`src/rtl/game_ctrl_pkg.sv`:
```
// Shared widths, defaults and state encoding for the game-state controller.
package game_ctrl_pkg;

    localparam int GAME_SCORE_WIDTH = 16;
    localparam int GAME_LIFE_WIDTH  = 2;
    localparam int GAME_LIVES_INIT  = 3;
    localparam int GAME_HIT_SCORE   = 1;
    localparam int GAME_INV_FRAMES  = 120;

    typedef enum logic [1:0] {
        ST_IDLE = 2'd0,
        ST_PLAY = 2'd1,
        ST_HIT  = 2'd2,
        ST_OVER = 2'd3
    } state_t;

    // Crash strobes are only recorded while the enemies are moving.
    function automatic logic is_active(input state_t s);
        return (s == ST_PLAY) || (s == ST_HIT);
    endfunction

endpackage

```
`src/rtl/game_ctrl_edge_detect.sv`:
```
// Registered single-cycle edge detector; the sampling register resets to
// RST_LEVEL so an idle input never produces a spurious pulse after reset.
module edge_detect #(
    parameter bit FALLING   = 1'b0,
    parameter bit RST_LEVEL = 1'b0
) (
    input  logic clk,
    input  logic rst,
    input  logic d,
    output logic pulse
);

    logic d_q;

    always_ff @(posedge clk or posedge rst) begin
        if (rst) begin
            d_q   <= RST_LEVEL;
            pulse <= 1'b0;
        end else begin
            d_q   <= d;
            pulse <= FALLING ? (d_q & ~d) : (~d_q & d);
        end
    end

endmodule

```
`src/rtl/game_ctrl.sv`:
```
// Game-state controller: folds per-pixel crash strobes into per-frame events
// and updates score, lives and the IDLE/PLAY/HIT/OVER state on each frame tick.
module game_ctrl
    import game_ctrl_pkg::*;
#(
    parameter int SCORE_WIDTH = GAME_SCORE_WIDTH,
    parameter int LIFE_WIDTH  = GAME_LIFE_WIDTH,
    parameter int LIVES_INIT  = GAME_LIVES_INIT,
    parameter int HIT_SCORE   = GAME_HIT_SCORE,
    parameter int INV_FRAMES  = GAME_INV_FRAMES
) (
    input  logic                   clk_vga,
    input  logic                   rst,
    input  logic                   start_i,
    input  logic                   v_sync_i,
    input  logic                   crash_enemy_bullet_i,
    input  logic                   crash_me_enemy_i,
    output logic                   en_o,
    output logic                   frame_tick_o,
    output logic [SCORE_WIDTH-1:0] score_o,
    output logic [LIFE_WIDTH-1:0]  lives_o,
    output logic                   invincible_o,
    output logic                   game_over_o
);

    localparam int INV_W = $clog2(INV_FRAMES + 1);
    localparam logic [SCORE_WIDTH-1:0] SCORE_MAX = '1;

    if (LIVES_INIT < 1 || LIVES_INIT > (2 ** LIFE_WIDTH) - 1) begin : g_bad_lives
        $error("game_ctrl: LIVES_INIT out of range");
    end
    if (INV_FRAMES < 1) begin : g_bad_inv
        $error("game_ctrl: INV_FRAMES must be at least 1");
    end

    state_t             state;
    logic [INV_W-1:0]   inv_cnt;
    logic               bullet_seen;
    logic               me_seen;
    logic               start_pulse;
    logic               active;
    logic [SCORE_WIDTH:0]   score_sum;
    logic [SCORE_WIDTH-1:0] score_sat;

    edge_detect #(.FALLING(1'b1), .RST_LEVEL(1'b1)) u_vsync_edge (
        .clk   (clk_vga),
        .rst   (rst),
        .d     (v_sync_i),
        .pulse (frame_tick_o)
    );

    edge_detect #(.FALLING(1'b0), .RST_LEVEL(1'b0)) u_start_edge (
        .clk   (clk_vga),
        .rst   (rst),
        .d     (start_i),
        .pulse (start_pulse)
    );

    // One extra bit catches the carry so the score saturates instead of wrapping.
    always_comb begin
        active    = is_active(state);
        score_sum = {1'b0, score_o} + (SCORE_WIDTH + 1)'(HIT_SCORE);
        score_sat = score_sum[SCORE_WIDTH] ? SCORE_MAX : score_sum[SCORE_WIDTH-1:0];
    end

    always_ff @(posedge clk_vga or posedge rst) begin
        if (rst) begin
            state        <= ST_IDLE;
            score_o      <= '0;
            lives_o      <= LIFE_WIDTH'(LIVES_INIT);
            inv_cnt      <= '0;
            bullet_seen  <= 1'b0;
            me_seen      <= 1'b0;
            en_o         <= 1'b0;
            invincible_o <= 1'b0;
            game_over_o  <= 1'b0;
        end else begin
            // A strobe in the tick cycle starts the next frame's flags.
            if (frame_tick_o) begin
                bullet_seen <= crash_enemy_bullet_i & active;
                me_seen     <= crash_me_enemy_i & active;
            end else begin
                bullet_seen <= bullet_seen | (crash_enemy_bullet_i & active);
                me_seen     <= me_seen | (crash_me_enemy_i & active);
            end

            case (state)
                ST_IDLE, ST_OVER: begin
                    if (start_pulse) begin
                        state        <= ST_PLAY;
                        score_o      <= '0;
                        lives_o      <= LIFE_WIDTH'(LIVES_INIT);
                        inv_cnt      <= '0;
                        bullet_seen  <= 1'b0;
                        me_seen      <= 1'b0;
                        en_o         <= 1'b1;
                        invincible_o <= 1'b0;
                        game_over_o  <= 1'b0;
                    end
                end

                ST_PLAY: begin
                    if (frame_tick_o) begin
                        if (bullet_seen) begin
                            score_o <= score_sat;
                        end
                        if (me_seen) begin
                            lives_o <= lives_o - LIFE_WIDTH'(1);
                            if (lives_o == LIFE_WIDTH'(1)) begin
                                state       <= ST_OVER;
                                en_o        <= 1'b0;
                                game_over_o <= 1'b1;
                            end else begin
                                state        <= ST_HIT;
                                inv_cnt      <= INV_W'(INV_FRAMES);
                                invincible_o <= 1'b1;
                            end
                        end
                    end
                end

                ST_HIT: begin
                    if (frame_tick_o) begin
                        if (bullet_seen) begin
                            score_o <= score_sat;
                        end
                        if (inv_cnt == INV_W'(1)) begin
                            state        <= ST_PLAY;
                            inv_cnt      <= '0;
                            invincible_o <= 1'b0;
                        end else begin
                            inv_cnt <= inv_cnt - INV_W'(1);
                        end
                    end
                end

                default: state <= ST_IDLE;
            endcase
        end
    end

endmodule

```
`config.mk`:
```
export PLATFORM = sky130hd
export DESIGN_NAME = game_ctrl
export DESIGN_NICKNAME = d
export VERILOG_FILES = /design/src/rtl/game_ctrl_pkg.sv /design/src/rtl/game_ctrl_edge_detect.sv /design/src/rtl/game_ctrl.sv
export SDC_FILE = /design/constraint.sdc
export NUM_CORES = 1
export LEC_CHECK = 0
export CAP_MARGIN = 10
export CORE_MARGIN = 8
export CORE_UTILIZATION = 53
export DETAILED_ROUTE_END_ITERATION = 10
export PLACE_DENSITY = 0.86
export SYNTH_ARGS = -nofsm -noshare
export SYNTH_HDL_FRONTEND = slang
export SYNTH_HIERARCHICAL = 1
export SYNTH_SLANG_ARGS = --single-unit
```
`constraint.sdc`:
```
create_clock -name clk_vga -period 4.5 [get_ports clk_vga]
set_input_delay 0.9 -clock clk_vga [delete_from_list [all_inputs] [get_ports clk_vga]]
set_output_delay 0.9 -clock clk_vga [all_outputs]
set_load 0.02 [all_outputs]
```
==> out/qor.txt, run 1 <==
=================================================================================================
Cell Count, Final, Fillers Out                                                                297
Count of standard-cell rows                                                                    22
Max-cap viol count                                                                              0
Overflow left after global routing                                                              0
Endpoint kind of the worst setup timing path                                          output port
Aggregate negative setup slack                                                               0 ns
Insertion delay to the later sink of the worst-skew pair                                  0.30 ns
Number of top-level pins                                                                       28
Worst Hold Depth                                                                                1
Number of CTS-inserted buffers                                                                  5
Post-Syn Area                                                                            2030 um2
Arrival time at the worst endpoint                                                        1.47 ns
Final max-slew violation count                                                                  0
Dominant cell by count in the synthesized netlist                                    sky130_fd_sc_hd__dfrtp_1
Die extent in y                                                                           77.9 um
Worst-margin pin slew                                                                    0.794 ns
Clock root buffer                                                                    sky130_fd_sc_hd__clkbuf_8
Setup slack of the most critical reg-to-reg path                                          2.37 ns
Critical path cell sequence                                                          clkdlybuf4s50_1
Hold Startpoint                                                                      u_start_edge/d_q$_DFF_PP0_
Vias in the first global route                                                               1769
Run status                                                                              completed
Fin area                                                                                 2440 um2
Worst rel slew slack                                                                        0.470
Cells on worst reg2reg path                                                                     6
Vias per std cell                                                                            6.11
Total Routing Usage GR                                                                      0.161
Clock Path Buffers                                                                              2
Clock tree from TritonCTS                                                                     yes
Via count                                                                                    1815
EDFF count, synth                                                                               0
Top-area cell type share of the netlist area                                                0.407
Post-layout power                                                                         1.35 mW
Most frequently used flop master after synthesis                                     sky130_fd_sc_hd__dfrtp_1
Core outline area                                                                        3660 um2
Pin count of the biggest net entering global routing                                           21
Type of origin of the critical path                                                          flop
Critical register-to-register path endpoint                                          score_o[14]$_DFFE_PP0P_
Relative area change from synthesis to final layout                                         20.5%
Classification of the worst setup path                                               flop to output port
RSZ-0062 raised after global routing                                                        false
Slowest cell on crit path                                                            sky130_fd_sc_hd__clkdlybuf4s50_1
Reg-to-Reg Start                                                                     state[0]$_DFFE_PP0P_
Peak Freq                                                                               0.422 GHz
Total setup violations reported at the end of the flow                                          0
Setup Fix Bufs, Post-CTS                                                                        0
Routability Congestion                                                                      0.920
Fin crit share                                                                              0.527
Number of distinct library cell variants in the gate-level netlist after synthesis             44
Routed WL per cell                                                                        15.4 um
Deepest level of the CTS H-tree                                                                 2
Static leakage power                                                                      1.04 nW
Top post-synthesis cells by count                                                    sky130_fd_sc_hd__dfrtp_1, sky130_fd_sc_hd__a21oi_1, sky130_fd_sc_hd__inv_1, sky130_fd_sc_hd__nor2_1, sky130_fd_sc_hd__nor3_1
Number of cells after detailed placement                                                      289
Worst-path maximum fanout                                                                       5
End point of the worst hold path                                                     u_start_edge/pulse$_DFF_PP0_
Seq cells post-synth                                                                           36
Total of warnings raised by yosys                                                               6
Core Util, Final                                                                            0.668
Filler cells                                                                                  295
Class of the tightest hold or removal check                                          flop to flop
Final critical-path required period                                                       2.37 ns
DRT Pass-1 Iters                                                                                4
Cell Pwr Density                                                                       554 nW/um2
Antenna diode count                                                                             0
Final routed DRC violation total                                                                0
Syn Nets                                                                                      233
Clock sink total                                                                               36
Area contributors post-synth                                                         sky130_fd_sc_hd__dfrtp_1, sky130_fd_sc_hd__a21oi_1, sky130_fd_sc_hd__dfstp_2, sky130_fd_sc_hd__ha_1, sky130_fd_sc_hd__nor3_1
Post-cts resize count                                                                           0
Total wire length after detailed routing                                                  4580 um
Starting utilization of the core area                                                       0.554
Hold buffer count at cts                                                                        0
Setup slack after layout                                                                  2.13 ns
Post-Syn Area per Cell                                                                   9.18 um2
Hold_ws                                                                                  0.444 ns
Antenna violations before repair                                                                0
Proportion of synthesized chip area in sequential cells                                     0.446
Die boundary width                                                                        77.9 um
Layout cell share with drive strength beyond 1                                             0.0843
Number of buffers added on ports                                                               27
Instance count of the mapped netlist                                                          221
Area leader, netlist                                                                 sky130_fd_sc_hd__dfrtp_1
Die outline area                                                                         6060 um2
CP bufs+invs                                                                                    1
Antenna viol nets, final                                                                        0
Kind of cell with the highest combined delay on the critical path                    buffers and inverters
Worst IR Drop VDD                                                                          419 uV
Clock slew at reported path FFs                                                           0.07 ns
Fin nets                                                                                      260
Worst clock skew                                                                       0.00991 ns
Half-perimeter wire length after placement                                                3340 um
Number of DRC markers after the initial detailed-route iteration                              193
Final number of hold-violating endpoints                                                        0
Largest stage delay on the critical path                                                  0.62 ns
Global-route wire length before repair                                                    8110 um
Setup slack after placement                                                               2.34 ns
Required @ worst endpoint                                                                 3.60 ns
Area after DPL                                                                           2330 um2
Share of flip-flops with an asynchronous set or reset after synthesis                        1.00
=================================================================================================
## state kept, by name, indices dropped and copies added, names as in the netlist
name,flops
bullet_seen,1
u_vsync_edge/pulse,1
state,2
game_over_o,1
u_start_edge/d_q,1
en_o,1
score_o,16
u_start_edge/pulse,1
u_vsync_edge/d_q,1
me_seen,1
invincible_o,1
lives_o,2
inv_cnt,7
## layout make-up
class                      instances  area (um2)  share of cell area
timing repair buffer              29         285               0.117
inverter                          17        63.8              0.0261
tap                               48        60.1              0.0246
clock inverter                     3        42.5              0.0174
sequential                        36         905               0.370
multi-input combinational        159        1020               0.417
clock buffer                       5        68.8              0.0281
## worst max-delay path by stage
stage                            startpoint                      end  slack, ns  cells past startpoint
6_report             lives_o[0]$_DFFE_PP1P_               lives_o[0]       2.13                      1
3_3_place_gp                            rst        me_seen$_DFF_PP0_       2.38                      3
4_1_cts              lives_o[0]$_DFFE_PP1P_               lives_o[0]       2.12                      1
2_1_floorplan          state[0]$_DFFE_PP0P_  score_o[14]$_DFFE_PP0P_       2.71                      7
5_1_grt        u_vsync_edge/pulse$_DFF_PP0_             frame_tick_o       2.05                      1
3_5_place_dp                            rst  game_over_o$_DFFE_PP0P_       2.34                      3
## metal layers
metal / track usage / wire length [um] / up-vias
li1: - / - / 876
met5: 0 / 0 / -
met1: 0.213 / 2070 / 847
met4: 0.0962 / 117 / 0
met2: 0.229 / 2050 / 83
met3: 0.0438 / 351 / 9
## cells by family after synthesis
| kind of cell | after synthesis | synth area share |
|---|---|---|
| compound gates | 60 | 0.199 |
| fa+ha+maj | 6 | 0.0370 |
| buf+inv | 26 | 0.0512 |
| flops | 36 | 0.446 |
| mux | 2 | 0.0105 |
| simple gates | 91 | 0.256 |
## report_power, final
part | switching, mW | internal [mW]
sequential | 0.0713 | 0.396
combinational | 0.358 | 0.243
clock | 0.121 | 0.164
total | 0.550 | 0.803
## layout by cell type (no fill, tap or decap), types with 3 or more instances in the layout
| cell | count |
|---|---|
| sky130_fd_sc_hd__dfrtp_1 | 33 |
| sky130_fd_sc_hd__clkdlybuf4s50_1 | 27 |
| sky130_fd_sc_hd__a21oi_1 | 22 |
| sky130_fd_sc_hd__inv_1 | 17 |
| sky130_fd_sc_hd__nor3_1 | 14 |
| sky130_fd_sc_hd__nor2_1 | 14 |
| sky130_fd_sc_hd__nand2_1 | 11 |
| sky130_fd_sc_hd__nand3_1 | 10 |
| sky130_fd_sc_hd__o21ai_0 | 8 |
| sky130_fd_sc_hd__nand4_1 | 8 |
| sky130_fd_sc_hd__a211oi_1 | 7 |
| sky130_fd_sc_hd__nor4_1 | 6 |
| sky130_fd_sc_hd__ha_1 | 6 |
| sky130_fd_sc_hd__nand2b_1 | 5 |
| sky130_fd_sc_hd__a31oi_1 | 5 |
| sky130_fd_sc_hd__and3_1 | 5 |
| sky130_fd_sc_hd__clkbuf_8 | 5 |
| sky130_fd_sc_hd__nor2b_1 | 4 |
| sky130_fd_sc_hd__a211o_1 | 3 |
| sky130_fd_sc_hd__dfstp_2 | 3 |
No activity file was read; power rests on OpenSTA's default activity.
==> run 2, diff against run 1 <==
Settings changed: CORE_UTILIZATION 53 to 49, PLACE_DENSITY 0.86 to 0.83.
Clock period 4.5 ns to 1.9 ns, I/O delays scaled along.
==> run 2 against run 1 <==
Compared with the run above: sequential power up 140%; clock skew down 0.0077 ns; register-to-register slack worse by 2.3 ns; global-route usage down 0.21 points; clock power up 140%; worst hold slack worse by 0.16 ns; cell count up 3.7%; first-iteration DRC count down 50%; critical endpoint is now score_o[6].
==> out/qor.txt, run 2 (synthesis results as in run 1) <==
================================================================================
Critical path cell sequence                                         clkdlybuf4s50_1
Endpoint kind of the worst setup timing path                         output port
Antenna violations before repair                                               0   unchanged
Largest stage delay on the critical path                                 0.66 ns   +0.04 ns
Worst-margin pin slew                                                   0.464 ns   -0.329 ns
Area after DPL                                                          2400 um2   +3.0%
Routability Congestion                                                     0.859   -6.6%
Peak Freq                                                              0.548 GHz
Overflow left after global routing                                             0   unchanged
Fin nets                                                                     269   +3.5%
Cell Pwr Density                                                     1340 nW/um2   +140%
Static leakage power                                                     1.09 nW   +4.1%
Clock slew at reported path FFs                                          0.07 ns   about the same
Final critical-path required period                                      1.83 ns
Number of top-level pins                                                      28   unchanged
Worst IR Drop VDD                                                         848 uV   +100%
Worst clock skew                                                      0.00219 ns   -0.00772 ns
Clock tree from TritonCTS                                                    yes
Insertion delay to the later sink of the worst-skew pair                 0.29 ns   about the same
Required @ worst endpoint                                                1.52 ns   -2.08 ns
RSZ-0062 raised after global routing                                       false
Die extent in y                                                          80.3 um   +3.2%
Register name with the most flops                                        score_o
Core outline area                                                       4000 um2   +9.3%
Final max-slew violation count                                                 0   unchanged
Clock root buffer                                                   sky130_fd_sc_hd__clkbuf_8
CP bufs+invs                                                                   1   unchanged
Number of DRC markers after the initial detailed-route iteration              96   -50%
Total wire length after detailed routing                                 4770 um   +4.1%
Arrival time at the worst endpoint                                       1.45 ns   -0.02 ns
Number of CTS-inserted buffers                                                 5   unchanged
Final number of hold-violating endpoints                                       0   unchanged
Clock Path Buffers                                                             2   unchanged
Biggest registers after layout                                      score_o x16, inv_cnt x7
Fin area                                                                2540 um2   +3.7%
Antenna diode count                                                            0   unchanged
Aggregate negative setup slack                                              0 ns   unchanged
Total Routing Usage GR                                                     0.159   -0.00208
Slowest cell on crit path                                           sky130_fd_sc_hd__clkdlybuf4s50_1
Global-route wire length before repair                                   8180 um   +0.85%
Setup slack after placement                                            0.0589 ns   -2.28 ns
Classification of the worst setup path                              flop to output port
Critical register-to-register path endpoint                         inv_cnt[6]$_DFFE_PP0P_
Final routed DRC violation total                                               0   unchanged
Total setup violations reported at the end of the flow                         0   unchanged
Count of standard-cell rows                                                   23   +4.5%
Kind of cell with the highest combined delay on the critical path   buffers and inverters
Max-cap viol count                                                             0   unchanged
Die boundary width                                                       80.3 um   +3.2%
Worst rel slew slack                                                       0.690   +0.220
Vias in the first global route                                              1739   -1.7%
Relative area change from synthesis to final layout                        25.0%
Largest register FFs                                                          16   unchanged
Leading cell type in the layout, fill and taps excluded             sky130_fd_sc_hd__dfrtp_1
Vias per std cell                                                           5.89   -3.6%
Half-perimeter wire length after placement                               3530 um   +5.8%
Clock sink total                                                              36   unchanged
Via count                                                                   1815   unchanged
Hold buffer count at cts                                                       0   unchanged
Fin crit share                                                             0.961
Top library cells by usage in the layout, fill and taps aside       sky130_fd_sc_hd__dfrtp_1, sky130_fd_sc_hd__clkdlybuf4s50_1, sky130_fd_sc_hd__a21oi_1, sky130_fd_sc_hd__inv_1
Setup Fix Bufs, Post-CTS                                                       0   unchanged
Die outline area                                                        6450 um2   +6.5%
Pin count of the biggest net entering global routing                          33   +57%
Number of buffers added on ports                                              27   unchanged
Type of origin of the critical path                                         flop
Worst-path maximum fanout                                                      9   +4
Antenna viol nets, final                                                       0   unchanged
Routed WL per cell                                                       15.5 um   +0.36%
Run status                                                             completed
Setup slack of the most critical reg-to-reg path                         0.08 ns   -2.29 ns
Setup slack after layout                                               0.0741 ns   -2.06 ns
Reg-to-Reg Start                                                    inv_cnt[3]$_DFFE_PP0P_
Cells on worst reg2reg path                                                    4   -2
Starting utilization of the core area                                      0.507   -0.0470
Layout cell share with drive strength beyond 1                             0.136   +0.0513
Deepest level of the CTS H-tree                                                2   unchanged
DRT Pass-1 Iters                                                               4   unchanged
Class of the tightest hold or removal check                         primary input to asynchronous set/reset pin
================================================================================
## run 2: changes by cell type in the layout (fill, tap and decap cells not counted), moves of 2 or more
cell	change
sky130_fd_sc_hd__ha_1	-2
sky130_fd_sc_hd__dfrtp_1	-2
sky130_fd_sc_hd__buf_4	+9
sky130_fd_sc_hd__dfrtp_2	+2
## run 2: per-layer routing
metal / vias up / wire length, um / GRT usage
met4: 0 / 80 / 0.0618
met1: 873 / 2090 / 0.197
met5: - / 0 / 0
met2: 49 / 2400 / 0.259
li1: 886 / - / -
met3: 7 / 205 / 0.0391
## run 2: cell type report
cell class	count	area [um2]
Clock buffer	5	68.8
Clock inverter	3	42.5
Fill cell	326	1460
Inverter	17	63.8
Multi-Input combinational cell	159	1040
Sequential cell	36	907
Tap cell	50	62.6
Timing Repair Buffer	38	355
## run 2: worst max-delay path by stage
stage,slack [ns],cells past startpoint,from,end
after floorplan,0.11,7,state[0]$_DFFE_PP0P_,score_o[14]$_DFFE_PP0P_
after global placement,0.11,6,state[0]$_DFFE_PP0P_,inv_cnt[2]$_DFFE_PP0P_
after detailed placement,0.06,6,state[0]$_DFFE_PP0P_,inv_cnt[6]$_DFFE_PP0P_
after CTS,0.02,1,u_vsync_edge/pulse$_DFF_PP0_,frame_tick_o
after global routing,0.006,6,inv_cnt[0]$_DFFE_PP0P_,inv_cnt[6]$_DFFE_PP0P_
final,0.07,1,score_o[6]$_DFFE_PP0P_,score_o[6]
## run 2: power breakdown
part           leakage [nW]  internal, mW  switching, mW
Sequential            0.459         0.939          0.179
Clock                0.0541         0.388          0.287
Combinational         0.574         0.725          0.876
Total                  1.09          2.05           1.34
## run 2: what timing repair did
item | 4_1_cts | 5_1_grt
resized for setup | 0 | 7
setup endpoints to repair | 0 | 12
endpoints found under the hold margin | 0 | 0
## run 2: per-stage QoR
step / power (mW) / instances / hold WS, ns / util
6_report: 3.40 / 308 / 0.289 / 0.634
3_5_place_dp: 2.67 / 300 / 0.435 / 0.601
2_1_floorplan: 2.16 / 221 / 0.120 / -
4_1_cts: 3.36 / 308 / 0.291 / 0.629
5_1_grt: 3.64 / 308 / 0.300 / 0.634
3_3_place_gp: 2.65 / 300 / 0.441 / 0.601
